--- src/rtl/spi_req_arbiter.sv ---
// spi_req_arbiter: shares one spi_master among NUM_REQ requesters, timing each transfer in sys_clk cycles.
// Round-robin by default; define SPI_ARB_FIXED_PRIO_EN for fixed lowest-index-wins priority.
module spi_req_arbiter #(
   parameter int NUM_REQ       = 4,
   parameter int REG_WIDTH     = 32,
   parameter int COUNTER_WIDTH = $clog2(REG_WIDTH),
   parameter int GAP_CYCLES    = 2
) (
   input  logic                                 sys_clk,
   input  logic                                 rst,
   input  logic [NUM_REQ-1:0]                   req_valid,
   input  logic [NUM_REQ*REG_WIDTH-1:0]         req_data,
   input  logic [NUM_REQ*(COUNTER_WIDTH+1)-1:0] req_size,
   input  logic [NUM_REQ-1:0]                   req_cpol,
   input  logic [NUM_REQ-1:0]                   req_cpha,
   output logic [NUM_REQ-1:0]                   req_ack,
   output logic [NUM_REQ-1:0]                   req_done,
   output logic                                 busy,
   output logic                                 spi_rstn,
   output logic                                 spi_start,
   output logic [REG_WIDTH-1:0]                 spi_data,
   output logic [COUNTER_WIDTH:0]               spi_size,
   output logic                                 spi_cpol,
   output logic                                 spi_cpha
);
   localparam int SW = COUNTER_WIDTH + 1;
   localparam int IW = (NUM_REQ > 1) ? $clog2(NUM_REQ) : 1;
   localparam int GW = $clog2(GAP_CYCLES + 1);
   typedef enum logic [2:0] {IDLE, GRANT, START, SHIFT, DONE, GAP} state_t;
   state_t state_q, state_d;
   logic [IW-1:0] win_q, win_d, pick;
   logic found;
   logic [SW-1:0] bit_cnt_q, bit_cnt_d;
   logic [GW-1:0] gap_cnt_q, gap_cnt_d;
   logic [REG_WIDTH-1:0] spi_data_q, spi_data_d, pick_data;
   logic [SW-1:0] spi_size_q, spi_size_d, pick_size;
   logic spi_cpol_q, spi_cpol_d, spi_cpha_q, spi_cpha_d;
   logic spi_rstn_q, spi_rstn_d, spi_start_q, spi_start_d, busy_q, busy_d;
   logic [NUM_REQ-1:0] req_ack_q, req_ack_d, req_done_q, req_done_d;

   assign pick_data = req_data[int'(pick)*REG_WIDTH +: REG_WIDTH];
   assign pick_size = req_size[int'(pick)*SW +: SW];

`ifdef SPI_ARB_FIXED_PRIO_EN
   always_comb begin
      pick = '0;
      found = 1'b0;
      for (int i = NUM_REQ - 1; i >= 0; i--)
         if (req_valid[i]) begin
            pick = IW'(i);
            found = 1'b1;
         end
   end
`else
   logic [IW-1:0] rr_ptr_q, rr_ptr_d;
   logic [NUM_REQ-1:0] rot;
   // rot[i] is the request i places after rr_ptr, so the lowest set bit wins
   always_comb begin
      rot = NUM_REQ'({req_valid, req_valid} >> rr_ptr_q);
      pick = '0;
      found = 1'b0;
      for (int i = NUM_REQ - 1; i >= 0; i--)
         if (rot[i]) begin
            pick = IW'((int'(rr_ptr_q) + i) % NUM_REQ);
            found = 1'b1;
         end
      rr_ptr_d = (state_q == IDLE && found) ? IW'((int'(pick) + 1) % NUM_REQ) : rr_ptr_q;
   end

   always_ff @(posedge sys_clk or posedge rst)
      if (rst) rr_ptr_q <= '0;
      else rr_ptr_q <= rr_ptr_d;
`endif

   always_comb begin
      state_d = state_q;
      win_d = win_q;
      bit_cnt_d = bit_cnt_q;
      gap_cnt_d = gap_cnt_q;
      spi_data_d = spi_data_q;
      spi_size_d = spi_size_q;
      spi_cpol_d = spi_cpol_q;
      spi_cpha_d = spi_cpha_q;
      case (state_q)
         IDLE: if (found) begin
            state_d = GRANT;
            win_d = pick;
            spi_data_d = pick_data;
            spi_size_d = (pick_size > SW'(REG_WIDTH)) ? SW'(REG_WIDTH) : pick_size;
            spi_cpol_d = req_cpol[pick];
            spi_cpha_d = req_cpha[pick];
         end
         GRANT: state_d = (spi_size_q == '0) ? DONE : START;
         START: begin
            state_d = SHIFT;
            bit_cnt_d = spi_size_q;
         end
         SHIFT: begin
            bit_cnt_d = bit_cnt_q - SW'(1);
            state_d = (bit_cnt_q == SW'(1)) ? DONE : SHIFT;
         end
         DONE: begin
            gap_cnt_d = GW'(GAP_CYCLES - 1);
            state_d = (GAP_CYCLES > 1) ? GAP : IDLE;
         end
         GAP: begin
            gap_cnt_d = gap_cnt_q - GW'(1);
            state_d = (gap_cnt_q == GW'(1)) ? IDLE : GAP;
         end
         default: state_d = IDLE;
      endcase
      // outputs are registered copies of what the next state implies
      spi_rstn_d = (state_d == START) || (state_d == SHIFT);
      spi_start_d = (state_d == START);
      busy_d = (state_d != IDLE);
      req_ack_d = (state_d == GRANT) ? NUM_REQ'(1) << win_d : '0;
      req_done_d = (state_d == DONE) ? NUM_REQ'(1) << win_d : '0;
   end

   always_ff @(posedge sys_clk or posedge rst)
      if (rst) begin
         state_q <= IDLE;
         win_q <= '0;
         bit_cnt_q <= '0;
         gap_cnt_q <= '0;
         spi_data_q <= '0;
         spi_size_q <= '0;
         spi_cpol_q <= 1'b0;
         spi_cpha_q <= 1'b0;
         spi_rstn_q <= 1'b0;
         spi_start_q <= 1'b0;
         busy_q <= 1'b0;
         req_ack_q <= '0;
         req_done_q <= '0;
      end else begin
         state_q <= state_d;
         win_q <= win_d;
         bit_cnt_q <= bit_cnt_d;
         gap_cnt_q <= gap_cnt_d;
         spi_data_q <= spi_data_d;
         spi_size_q <= spi_size_d;
         spi_cpol_q <= spi_cpol_d;
         spi_cpha_q <= spi_cpha_d;
         spi_rstn_q <= spi_rstn_d;
         spi_start_q <= spi_start_d;
         busy_q <= busy_d;
         req_ack_q <= req_ack_d;
         req_done_q <= req_done_d;
      end

   assign req_ack = req_ack_q;
   assign req_done = req_done_q;
   assign busy = busy_q;
   assign spi_rstn = spi_rstn_q;
   assign spi_start = spi_start_q;
   assign spi_data = spi_data_q;
   assign spi_size = spi_size_q;
   assign spi_cpol = spi_cpol_q;
   assign spi_cpha = spi_cpha_q;
endmodule

--- config.mk ---
export PLATFORM = sky130hd
export DESIGN_NAME = spi_req_arbiter
export DESIGN_NICKNAME = d
export VERILOG_FILES = /design/src/rtl/spi_req_arbiter.sv
export SDC_FILE = /design/constraint.sdc
export NUM_CORES = 1
export LEC_CHECK = 0
export BUFFER_PORTS_ARGS = -buffer_cell sky130_fd_sc_hd__buf_2
export CAP_MARGIN = 20
export CELL_PAD_IN_SITES_DETAIL_PLACEMENT = 0
export CELL_PAD_IN_SITES_GLOBAL_PLACEMENT = 1
export CORE_ASPECT_RATIO = 0.75
export CORE_MARGIN = 2
export CORE_UTILIZATION = 35
export CTS_CLUSTER_SIZE = 20
export DETAILED_ROUTE_END_ITERATION = 10
export PLACE_DENSITY_LB_ADDON = 0.1
export SETUP_SLACK_MARGIN = 0.4
export SYNTH_ARGS = -nofsm -noshare
export SYNTH_HDL_FRONTEND = slang
export SYNTH_SLANG_ARGS = --single-unit
--- constraint.sdc ---
create_clock -name sys_clk -period 5.65 [get_ports sys_clk]
set_clock_uncertainty 0.15 [all_clocks]
set_input_delay 0.565 -clock sys_clk [delete_from_list [all_inputs] [get_ports sys_clk]]
set_output_delay 0.565 -clock sys_clk [all_outputs]
set_load 0.01 [all_outputs]
==> results.py, run 1 <==
metrics = {
    "clock_network": {
        "postCtsHoldBufs": 0,
        "clkLatencyLatePin_ns": 0.33,
        "cts_tree": "done",
        "path_clk_slew_ns": 0.06,
        "cts_setup_buffers": 0,
        "clock-sinks": 66,
        "cts_buffers": 9,
        "cts_buffer_depth": 2,
        "clock-root-buffer": "clkbuf_16",
        "h-tree-depth": 3,
        "cts_resized": 0,
    },
    "synthesis": {
        "yosys.area.top_type": "dfrtp_1",
        "avgSynthCellArea_um2": 10.4,
        "synth_top_family_by_area": "multiplexers",
        "syn_nets": 541,
        "yosysUniqueCellTypes": 38,
        "synth_edf_count": 0,
        "synth_seq_area_share_pct": 42.8,
        "ys_async_sr_fraction_pct": 100,
        "syn_inst": 372,
        "synth_top_area_share_pct": 42.8,
        "synthAdderAreaFrac_pct": 0.972,
        "synthTopCellsByArea": "dfrtp_1, mux2i_1, o221ai_1, nand2_1, o221ai_2",
        "yosys_register_bits": 66,
        "synthFlopType": "dfrtp_1",
        "synth-simple-area-share_pct": 13.7,
        "synth_compound_area_share_pct": 16.1,
        "synth_xor_area_share_pct": 0.227,
        "synth_area_um2": 3860,
        "muxShareOfSynthArea_pct": 21.6,
        "ys_warn_count": 0,
    },
    "final_layout": {
        "finalNonFillerCells": 720,
        "fin_area_um2": 5300,
        "drive_gt1_share_pct": 44.5,
        "fin_nets": 744,
        "syn2layout_area_growth_pct": 37.3,
        "antenna_cells": 0,
        "utilization_pct": 49.0,
        "nFillCells": 1056,
        "layout_common_cells": "buf_2, mux2i_1, dfrtp_1",
        "mostFrequentLayoutCell": "buf_2",
    },
    "sta": {
        "whs_ns": 0.331,
        "setup_ws_ns": 1.78,
        "fin_crit_ns": 3.87,
        "hold_viol": 0,
        "rsz0062_at_grt": "false",
        "worstMarginPinSlew_ns": 1.03,
        "min_period_over_period_pct": 68.5,
        "drv_slew": 0,
        "finalSetupViolations": 0,
        "setup_tns_ns": 0,
        "fmax_mhz": 258,
        "slew_headroom_pct": 31.1,
    },
    "die": {
        "chipHeight_um": 94.9,
        "io_pins": 217,
        "fp.dieW_um": 125,
        "core_um2": 10800,
        "core.rowCount": 33,
        "dieArea_um2": 11900,
        "initial_utilization_pct": 35.7,
    },
    "global_routing": {
        "grt_overflow": 0,
        "grt_max_degree": 67,
        "grt_pass1_vias": 3522,
        "grt_pass1_wl_um": 17600,
        "grt_usage_pct": 18.8,
        "antenna_found_initial": 0,
    },
    "critical_path": {
        "start_kind": "register",
        "arrival_ns": 3.97,
        "worst-path-buf-inv": 0,
        "crit_top_cell": "or4_2",
        "critPathMaxStageDelay_ns": 1.29,
        "r2r-end": "req_done[3]",
        "r2r_setup_slack_ns": 1.78,
        "critPathRequiredTime_ns": 5.75,
        "cp_top_family": "simple AND/OR/NAND/NOR gates",
        "path_cells": "or4_2, or4_2, and2_4, nor3_2",
        "slowest_stage": "or4_2",
        "path_depth": 4,
        "cp_max_fo": 47,
        "end_kind": "register",
        "r2r_start": "state_q[0]",
        "reg2reg_depth": 4,
        "path_class": "reg -> reg",
    },
    "drt": {
        "firstDrtPassIters": 4,
        "vias_per_cell": 5.02,
        "drc_errors": 0,
        "ant_nets": 0,
        "drtIter0Drc": 158,
        "vias": 3616,
        "wl_um": 11200,
        "post_drt_wl_per_cell_um": 15.6,
    },
    "power": {
        "powerDensity_nw_per_um2": 473,
        "power_mw": 2.51,
        "ir_drop_v": 0.000172,
        "p_leak_nw": 2.77,
    },
    "place": {
        "portBuffers": 216,
        "dp.final_hpwl_um": 8350,
        "dpl_worst_slack_ns": 1.75,
        "post-place-cells": 704,
        "place.gp.congestion": 0.799,
        "place_area_um2": 5010,
    },
    "worst_hold_path": {
        "hold_path_class": "reg -> reg",
        "holdPathEnd": "gap_cnt_q[1]",
        "worstHoldStart": "gap_cnt_q[1]",
        "min_path_cells": 2,
    },
    "outcome": {
        "status": "completed",
    },
    "run": {
        "cap_violations": 0,
    },
}
==> worst max path at each step <==
stage                 startpoint            to  slack [ns]
global route          state_q[0]   req_done[1]        1.55
global placement      state_q[0]   req_done[3]        1.78
detailed placement  req_valid[0]   req_done[1]        1.75
CTS                   state_q[0]   req_done[1]        1.75
finish                state_q[0]   req_done[3]        1.78
floorplan                    rst  bit_cnt_q[0]        3.28
==> worst register-to-register path, delay by kind of cell, from the launching register on <==
family	cells	cell delay, ns
DFF	1	0.62
and+or+nand+nor	4	3.02
==> Yosys cell counts, types with 2 or more instances <==
cell / instances
buf_2: 10
or4_1: 2
buf_6: 4
o22ai_1: 3
o221ai_2: 13
o221ai_1: 27
nor2_1: 11
nor2b_1: 21
ha_1: 3
a21oi_1: 13
nand2b_1: 3
dfrtp_1: 66
clkbuf_1: 10
buf_1: 3
nor4_1: 2
mux2i_1: 82
nor3_2: 2
nand3_1: 4
inv_1: 8
nand2_1: 54
o21ai_0: 10
nor3_1: 5
==> metal layers <==
metal / global-route usage, % / up-vias / share of wire, %
li1: - / 1771 / -
met1: 23.9 / 1702 / 44
met2: 31.5 / 134 / 48
met3: 5.72 / 9 / 7.2
met4: 5.19 / 0 / 0.95
met5: 0 / - / 0
==> area by class of cell <==
cell class                      instances  area, um^2  share of cell area, %
Sequential cell                        66        1650                   31.2
Multi-Input combinational cell        270        2040                   38.5
Timing Repair Buffer                  219        1100                   20.8
Tap cell                              140         175                   3.30
Clock buffer                            9         225                   4.25
Clock inverter                          7        70.1                   1.32
Inverter                                9        33.8                  0.637
==> cell families (layout without fill, tap and decap cells) <==
| logic type | Yosys count | count (layout) |
|---|---|---|
| AO/OA/AOI/OAI | 73 | 73 |
| buffers and inverters | 36 | 244 |
| flip-flops | 66 | 66 |
| XOR/XNOR | 1 | 1 |
| adder cells (fa/ha/maj) | 3 | 3 |
| AND/OR/NAND/NOR | 110 | 110 |
| multiplexers | 83 | 83 |
==> report_power, final <==
part	switching [mW]	leakage, nW	total [mW]	internal [mW]
registers	0.150	0.816	0.829	0.679
clock network	0.210	0.145	0.550	0.340
logic	0.625	1.81	1.13	0.504
total	0.986	2.77	2.51	1.52
==> flip-flops by register name, indices dropped and copies added, names as in the netlist <==
signal     count
spi_cpha       1
spi_rstn       1
busy           1
spi_cpol       1
state_q        3
spi_data      32
win_q          2
spi_size       6
spi_start      1
req_ack        4
rr_ptr_q       2
bit_cnt_q      6
req_done       4
gap_cnt_q      2
Power figures use the tool's default switching activity.
==> run 2, diff against run 1 <==
--- a/config.mk
+++ b/config.mk
@@ -11,7 +11,7 @@
 export CELL_PAD_IN_SITES_GLOBAL_PLACEMENT = 1
 export CORE_ASPECT_RATIO = 0.75
 export CORE_MARGIN = 2
-export CORE_UTILIZATION = 35
+export CORE_UTILIZATION = 29
 export CTS_CLUSTER_SIZE = 20
 export DETAILED_ROUTE_END_ITERATION = 10
 export PLACE_DENSITY_LB_ADDON = 0.1
==> constraint.sdc (replaced) <==
create_clock -name sys_clk -period 3.5 [get_ports sys_clk]
set_clock_uncertainty 0.15 [all_clocks]
set_input_delay 0.35 -clock sys_clk [delete_from_list [all_inputs] [get_ports sys_clk]]
set_output_delay 0.35 -clock sys_clk [all_outputs]
set_load 0.01 [all_outputs]
==> run 2 against run 1 <==
Compared with the run above:
- count of clock-buffer cells in the layout is the same
- non-clock buffer count rose by 4
- total power increased by 65%
- critical path type unchanged
- largest cell class unchanged
- utilization shrank 7.4 points
- register-to-register slack got worse by 1.1 ns
- first-iteration DRC count down 1.3%
==> results.py, run 2 (synthesis gave the netlist of run 1 again) <==
metrics = {
    "place": {
        "post-place-cells": 739,
        "dpl_worst_slack_ns": 0.465,
        "portBuffers": 216,
        "place.gp.congestion": 0.760,
        "dp.final_hpwl_um": 9240,
    },
    "die": {
        "chipHeight_um": 104,
        "fp.dieW_um": 137,
        "io_pins": 217,
        "dieArea_um2": 14300,
        "core_um2": 13000,
        "initial_utilization_pct": 29.8,
        "core.rowCount": 36,
    },
    "global_routing": {
        "grt_pass1_vias": 3714,
        "grt_max_degree": 47,
        "grt_usage_pct": 17.0,
        "antenna_found_initial": 0,
        "grt_pass1_wl_um": 18800,
        "grt_overflow": 0,
    },
    "sta": {
        "worstMarginPinSlew_ns": 1.04,
        "setup_ws_ns": 0.698,
        "setup_tns_ns": 0,
        "hold_viol": 0,
        "finalSetupViolations": 0,
        "fmax_mhz": 357,
        "rsz0062_at_grt": "false",
        "drv_slew": 0,
        "min_period_over_period_pct": 80.1,
        "fin_crit_ns": 2.80,
        "slew_headroom_pct": 31.0,
    },
    "critical_path": {
        "path_class": "reg -> reg",
        "arrival_ns": 2.87,
        "cp_max_fo": 46,
        "r2r_start": "state_q[2]",
        "critPathLaunch": "state_q[2]",
        "start_kind": "register",
        "end_kind": "register",
        "critPathRequiredTime_ns": 3.57,
    },
    "clock_network": {
        "clock-root-buffer": "clkbuf_16",
        "cts_buffer_depth": 2,
        "postCtsHoldBufs": 0,
        "clock-sinks": 66,
        "cts_buffers": 9,
        "cts_resized": 0,
        "h-tree-depth": 3,
        "path_clk_slew_ns": 0.05,
        "cts_tree": "done",
        "clkLatencyLatePin_ns": 0.32,
        "cts_setup_buffers": 0,
    },
    "final_layout": {
        "utilization_pct": 41.6,
        "antenna_cells": 0,
        "mostFrequentLayoutCell": "buf_2",
        "layout_common_cells": "buf_2, mux2i_1, dfrtp_1",
        "fin_nets": 748,
        "largest_reg_flops": 32,
        "finalNonFillerCells": 754,
        "drive_gt1_share_pct": 44.8,
        "syn2layout_area_growth_pct": 39.8,
    },
    "power": {
        "p_leak_nw": 2.80,
        "powerDensity_nw_per_um2": 767,
        "ir_drop_v": 0.000366,
    },
    "drt": {
        "drtIter0Drc": 156,
        "drc_errors": 0,
        "ant_nets": 0,
        "vias": 3635,
        "vias_per_cell": 4.82,
        "wl_um": 12100,
        "post_drt_wl_per_cell_um": 16.0,
        "firstDrtPassIters": 6,
    },
    "outcome": {
        "status": "completed",
    },
    "worst_hold_path": {
        "hold_path_class": "in -> async",
    },
    "run": {
        "cap_violations": 0,
    },
}
-- run 2: metrics by stage --
step | hold slack [ns] | cell area, um^2 | power [mW]
2_1_floorplan | 0.300 | 3860 | 2.58
3_3_place_gp | 0.314 | 5090 | 3.22
3_5_place_dp | 0.318 | 5090 | 3.25
4_1_cts | 0.134 | 5400 | 4.20
5_1_grt | 0.160 | 5400 | 4.47
6_report | 0.0885 | 5400 | 4.14
-- run 2: final timing paths --
path | end | slack (ns) | depth (start not counted)
min reg2reg | spi_data[30] | 0.33 | 2
min | spi_start | 0.09 | 2
max | spi_data[26] | 0.70 | 4
max reg2reg | spi_data[26] | 0.70 | 4
max in group asynchronous | spi_cpha | 2.24 | 3
min in group sys_clk | spi_data[27] | 0.19 | 3
-- run 2: final cells by class --
type | instances | area (um^2)
flip-flops and latches | 66 | 1650
multi-input cells | 270 | 2040
well taps | 171 | 214
clock buffers | 9 | 225
repair buffers | 223 | 1150
inverters | 9 | 33.8
fillers | 1315 | 7580
clock inverters | 6 | 82.6
-- run 2: where the power goes --
part           leakage [nW]  switching, mW  internal (mW)
Clock                 0.151          0.318          0.615
Combinational          1.83           1.05          0.837
Sequential            0.816          0.221           1.10
Total                  2.80           1.59           2.55
-- run 2: worst max-delay path, cell delays in order (launching register included) --
cell,delay (ns)
dfrtp_1,0.44
or4_2,0.71
buf_4,0.32
or2_2,0.73
o221ai_1,0.32
-- run 2: per-layer routing --
metal  global-route usage [%]  routed length (um)  part of all wire [%]
met5                        0                   0                     0
met4                     3.53                 101                  0.84
met3                     5.31                 921                   7.6
met2                     27.3                5560                    46
met1                     22.5                5490                    45
